[src/rtl/err_metric_acc.sv]
// Error-metric accumulator for an approximate multiplier: collects error count, signed/absolute
// error-distance sums and max error over N samples, then computes MED with a restoring divider.
module err_metric_acc #(
    parameter int W     = 16,
    parameter int N_W   = 16,
    parameter int ACC_W = 32
) (
    input  logic             clk,
    input  logic             rst_n,
    input  logic             start,
    input  logic [N_W-1:0]   num_samples,
    input  logic             in_valid,
    output logic             in_ready,
    input  logic [W-1:0]     exact,
    input  logic [W-1:0]     apprx,
    output logic             busy,
    output logic             done,
    output logic [N_W-1:0]   err_cnt,
    output logic [ACC_W:0]   sum_ed,
    output logic [ACC_W-1:0] sum_ed_abs,
    output logic [W-1:0]     max_ed,
    output logic [ACC_W-1:0] med,
    output logic [1:0]       dbg_state
);

    typedef enum logic [1:0] {S_IDLE = 2'd0, S_RUN = 2'd1, S_DIV = 2'd2, S_DONE = 2'd3} state_t;
    localparam int STEP_W = $clog2(ACC_W + 1);

    state_t             state_q, state_d;
    logic [N_W-1:0]     n_q, n_d, cnt_q, cnt_d, err_q, err_d;
    logic [ACC_W:0]     sum_ed_q, sum_ed_d;
    logic [ACC_W-1:0]   abs_q, abs_d, med_q, med_d, dvd_q, dvd_d;
    logic [W-1:0]       max_q, max_d;
    logic [N_W-1:0]     rem_q, rem_d;
    logic [STEP_W-1:0]  step_q, step_d;

    // Handshake: a pair transfers on any rising edge where in_valid && in_ready; in_ready is high only in RUN.
    logic           hs;
    logic [W:0]     diff;
    logic [W-1:0]   abs_diff;
    logic [N_W:0]   rem_shift;
    logic [N_W-1:0] rem_sub;
    logic           ge;

    assign hs        = (state_q == S_RUN) && in_valid;
    assign diff      = {1'b0, exact} - {1'b0, apprx};
    assign abs_diff  = diff[W] ? (~diff[W-1:0] + 1'b1) : diff[W-1:0];
    assign rem_shift = {rem_q, dvd_q[ACC_W-1]};
    assign ge        = rem_shift >= {1'b0, n_q};
    // When ge holds the difference is below n_q, so the low N_W bits carry the full remainder.
    assign rem_sub   = rem_shift[N_W-1:0] - n_q;

    always_comb begin
        state_d  = state_q;
        n_d      = n_q;
        cnt_d    = cnt_q;
        err_d    = err_q;
        sum_ed_d = sum_ed_q;
        abs_d    = abs_q;
        max_d    = max_q;
        med_d    = med_q;
        dvd_d    = dvd_q;
        rem_d    = rem_q;
        step_d   = step_q;
        case (state_q)
            S_IDLE, S_DONE: begin
                if (start) begin
                    err_d    = '0;
                    sum_ed_d = '0;
                    abs_d    = '0;
                    max_d    = '0;
                    med_d    = '0;
                    cnt_d    = '0;
                    n_d      = num_samples;
                    state_d  = (num_samples == '0) ? S_DONE : S_RUN;
                end
            end
            S_RUN: begin
                if (hs) begin
                    sum_ed_d = sum_ed_q + {{(ACC_W-W){diff[W]}}, diff};
                    abs_d    = abs_q + {{(ACC_W-W){1'b0}}, abs_diff};
                    err_d    = err_q + N_W'(diff != '0);
                    max_d    = (abs_diff > max_q) ? abs_diff : max_q;
                    cnt_d    = cnt_q + N_W'(1);
                    if (cnt_d == n_q) begin
                        state_d = S_DIV;
                        dvd_d   = abs_d;
                        rem_d   = '0;
                        step_d  = '0;
                    end
                end
            end
            S_DIV: begin
                rem_d  = ge ? rem_sub : rem_shift[N_W-1:0];
                dvd_d  = {dvd_q[ACC_W-2:0], ge};
                step_d = step_q + STEP_W'(1);
                if (step_q == STEP_W'(ACC_W - 1)) begin
                    med_d   = {dvd_q[ACC_W-2:0], ge};
                    state_d = S_DONE;
                end
            end
            default: state_d = S_IDLE;
        endcase
    end

    always_ff @(posedge clk) begin
        if (!rst_n) begin
            state_q  <= S_IDLE;
            n_q      <= '0;
            cnt_q    <= '0;
            err_q    <= '0;
            sum_ed_q <= '0;
            abs_q    <= '0;
            max_q    <= '0;
            med_q    <= '0;
            dvd_q    <= '0;
            rem_q    <= '0;
            step_q   <= '0;
        end else begin
            state_q  <= state_d;
            n_q      <= n_d;
            cnt_q    <= cnt_d;
            err_q    <= err_d;
            sum_ed_q <= sum_ed_d;
            abs_q    <= abs_d;
            max_q    <= max_d;
            med_q    <= med_d;
            dvd_q    <= dvd_d;
            rem_q    <= rem_d;
            step_q   <= step_d;
        end
    end

    assign in_ready   = (state_q == S_RUN);
    assign busy       = (state_q == S_RUN) || (state_q == S_DIV);
    assign done       = (state_q == S_DONE);
    assign err_cnt    = err_q;
    assign sum_ed     = sum_ed_q;
    assign sum_ed_abs = abs_q;
    assign max_ed     = max_q;
    assign med        = med_q;
    assign dbg_state  = state_q;

endmodule

[config.mk]
export PLATFORM = sky130hd
export DESIGN_NAME = err_metric_acc
export DESIGN_NICKNAME = d
export VERILOG_FILES = /design/src/rtl/err_metric_acc.sv
export SDC_FILE = /design/constraint.sdc
export NUM_CORES = 1
export LEC_CHECK = 0
export CAP_MARGIN = 20
export CORE_MARGIN = 2
export CORE_UTILIZATION = 48
export DETAILED_ROUTE_END_ITERATION = 10
export PLACE_DENSITY_LB_ADDON = 0.2
export SYNTH_ARGS = -nofsm -noshare
export SYNTH_HDL_FRONTEND = slang
export SYNTH_SLANG_ARGS = --single-unit
[constraint.sdc]
create_clock -name clk -period 10.1 [get_ports clk]
set_input_delay 2.02 -clock clk [delete_from_list [all_inputs] [get_ports clk]]
set_output_delay 2.02 -clock clk [all_outputs]
set_load 0.03 [all_outputs]
==> run summary <==
hold buffer count at cts: 0
GP Congestion: 0.9204
CP required: 10490 ps
final wirelength: 38750 um
sequential fraction of the synthesis area: 0.3155
# Max-Cap Violations: 0
Yosys reg bits: 217
Final Setup Violations: 0
count of cell types in the netlist: 78
P per Cell Area: 246.4 nW/um^2
Storage cell area: 4344 um^2
Syn-to-layout area delta: 21.65%
max frequency: 0.1243 GHz
synth warn: 0
Synth Flop Type: dfxtp_1
clock sink count: 217
crit path max fanout: 12
# nets final: 2082
Mapped Area: 13770 um^2
die extent in x: 173.4 um
Data arrival, critical path: 8440 ps
Avg Inst Size Synth: 7.748 um^2
Reg2Reg Depth: 11
first-pass GRT wire length: 62800 um
DP HPWL: 27970 um
Filler cells: 2613
vias in the first global route: 12212
fin crit share: 0.7968
status: finished, final reports clean
Worst setup EP type: register
hold-critical path depth: 2
worst ir drop on vdd: 0.1969 mV
Final Hold Fails: 0
share of cells above drive strength 1: 0.04440
total global-route track usage: 0.2499
post-route ant nets: 0
Post-CTS Repair Setup Buffers: 0
asr flop ratio synth: 0
# resized after CTS: 0
dpl ws: 1599 ps
Diodes inserted: 0
Reg2Reg Setup Slack: 5640 ps
met2 WL: 17890 um
final setup margin: 2052 ps
Reg clk slew, reported paths: 60 ps
highest metal used: met4
Hold Path Class: register to register
DR DRC count: 0
Hold Path Sink: n_q[14]
Top Ports: 186
Gate Count Post-Synth: 1777
Fin Hold WS: 456.8 ps
port bufs: 185
H-tree levels: 1
vias per cell: 5.643
Iter 0 DRT Violations: 939
largest net degree at the start of global routing: 76
most common cell after layout, fill and taps aside: dfxtp_1
Worst R2R End: sum_ed[32]
Multi-input gate area: 8780 um^2
Clock Skews: 23.92 ps
antenna violations before repair: 0
Wirelength per Cell: 16.69 um
crit path time final: 8048 ps
Rel. slew slack: 0.3237
RSZ-0062 raised after global routing: no
kind of critical path: input port to register
DR vias: 13097
critical path startpoint category: input port
post-synth net total: 1938
drt pass-1 iters: 5
Skew-Pair Late Insertion Delay: 550 ps
gr ovfl total: 0
actual slew at the worst max-slew pin: 1014 ps
Rows: 62
core area: 28470 um^2
CTS Buffer Depth: 3
chip height: 173.4 um
Max Slew Vio Count: 0
DR WL met3: 2185 um
Reg-to-Reg Start: dbg_state[0]
Hold Crit Start: n_q[14]
CTS tree: done
Leak: 6.524 nW
CTS Buf Count: 26
wl on met1: 17740 um
final setup TNS: 0 ps
Initial Utilization: 0.4836
commonest non-fill, non-tap cells in the layout: dfxtp_1 (217), nor2_1 (188), nand2_1 (185), clkdlybuf4s50_1 (185), a21oi_1 (150)
number of flops mapped to enable cells by yosys: 0
DIE AREA: 30050 um^2
Root Driver: clkbuf_16
[per-layer routing]
layer / track usage / up-vias
li1: - / 6550
met1: 0.3371 / 6101
met4: 0.06532 / 0
met5: 0 / -
met2: 0.4233 / 386
met3: 0.03048 / 60
[area by class of cell]
| type | instances | share of cell area |
|---|---|---|
| Multi-Input combinational cell | 1386 | 0.5242 |
| Sequential cell | 217 | 0.2594 |
| Timing Repair Buffer | 198 | 0.1164 |
| Clock buffer | 31 | 0.04116 |
| Tap cell | 384 | 0.02869 |
| Inverter | 92 | 0.02077 |
| Clock inverter | 13 | 0.009413 |
[cells in the mapped netlist (all sizes together), types with 47 or more instances]
| master | count | area share |
|---|---|---|
| a21oi | 151 | 0.055 |
| clkbuf | 71 | 0.019 |
| nor2 | 193 | 0.054 |
| a22oi | 47 | 0.026 |
| xor2 | 53 | 0.034 |
| xnor2 | 75 | 0.048 |
| nor3 | 51 | 0.019 |
| o21ai | 134 | 0.049 |
| dfxtp | 217 | 0.32 |
| inv | 90 | 0.025 |
| nand3 | 61 | 0.022 |
| ha | 105 | 0.095 |
| nand2 | 186 | 0.051 |
[report_power, final]
part           switching (mW)  leakage (nW)  internal (mW)
clock network           0.379         0.420          0.561
registers               0.114          1.76          0.965
logic                    1.35          4.35          0.758
total                    1.84          6.52           2.28
[sequential cells by signal, summed over array words and instances (netlist names)]
signal and flops:
sum_ed 33, sum_ed_abs 32, step_q 6, cnt_q 16, err_cnt 16, rem_q 16, max_ed 16, dvd_q 32
dbg_state 2, n_q 16, med 32
[through the flow]
step	util	cells	cell area, um^2	total power [mW]
final	0.5883	2321	16750	4.126
after CTS	0.5883	2321	16750	4.133
after global placement	0.5585	2277	15900	3.155
after global routing	0.5883	2321	16750	4.406
after detailed placement	0.5585	2277	15900	3.180
after floorplan	-	1777	13770	2.589
[worst max-delay path by stage]
stage | start | depth (start not counted) | end
finish | exact[0] | 28 | dvd_q[31]
global route | exact[0] | 28 | dvd_q[31]
CTS | exact[0] | 28 | dvd_q[31]
detailed placement | exact[0] | 27 | dvd_q[30]
global placement | exact[0] | 28 | dvd_q[31]
floorplan | exact[0] | 28 | dvd_q[31]
[kinds of logic after synthesis]
kind of cell / Yosys count / share of synthesized area
xor+xnor: 128 / 0.08143
mux: 19 / 0.01390
simple gates: 646 / 0.2197
flops: 217 / 0.3155
buf+inv: 174 / 0.04889
compound gates: 482 / 0.2178
fa+ha+maj: 111 / 0.1027
[worst max-delay path, cell delays in order]
cell and delay [ps]:
clkdlybuf4s50_1 450, inv_1 40, ha_1 210, fa_1 400
nor2b_1 210, o2111ai_1 160, a21boi_1 310, o21ai_2 150
a21o_1 220, a21boi_1 150, o21ai_1 90, a21oi_1 700
or2_2 300, o21ai_0 210, inv_1 150, ha_1 240
a21o_1 180, a21oi_1 200, o21ai_0 110, a21oi_1 210
o21ai_0 130, nand3_1 130, a21oi_1 90, o31a_1 400
o211ai_1 480, nor2_1 140, xnor2_1 200, o221ai_1 150
Power figures use the tool's default switching activity.
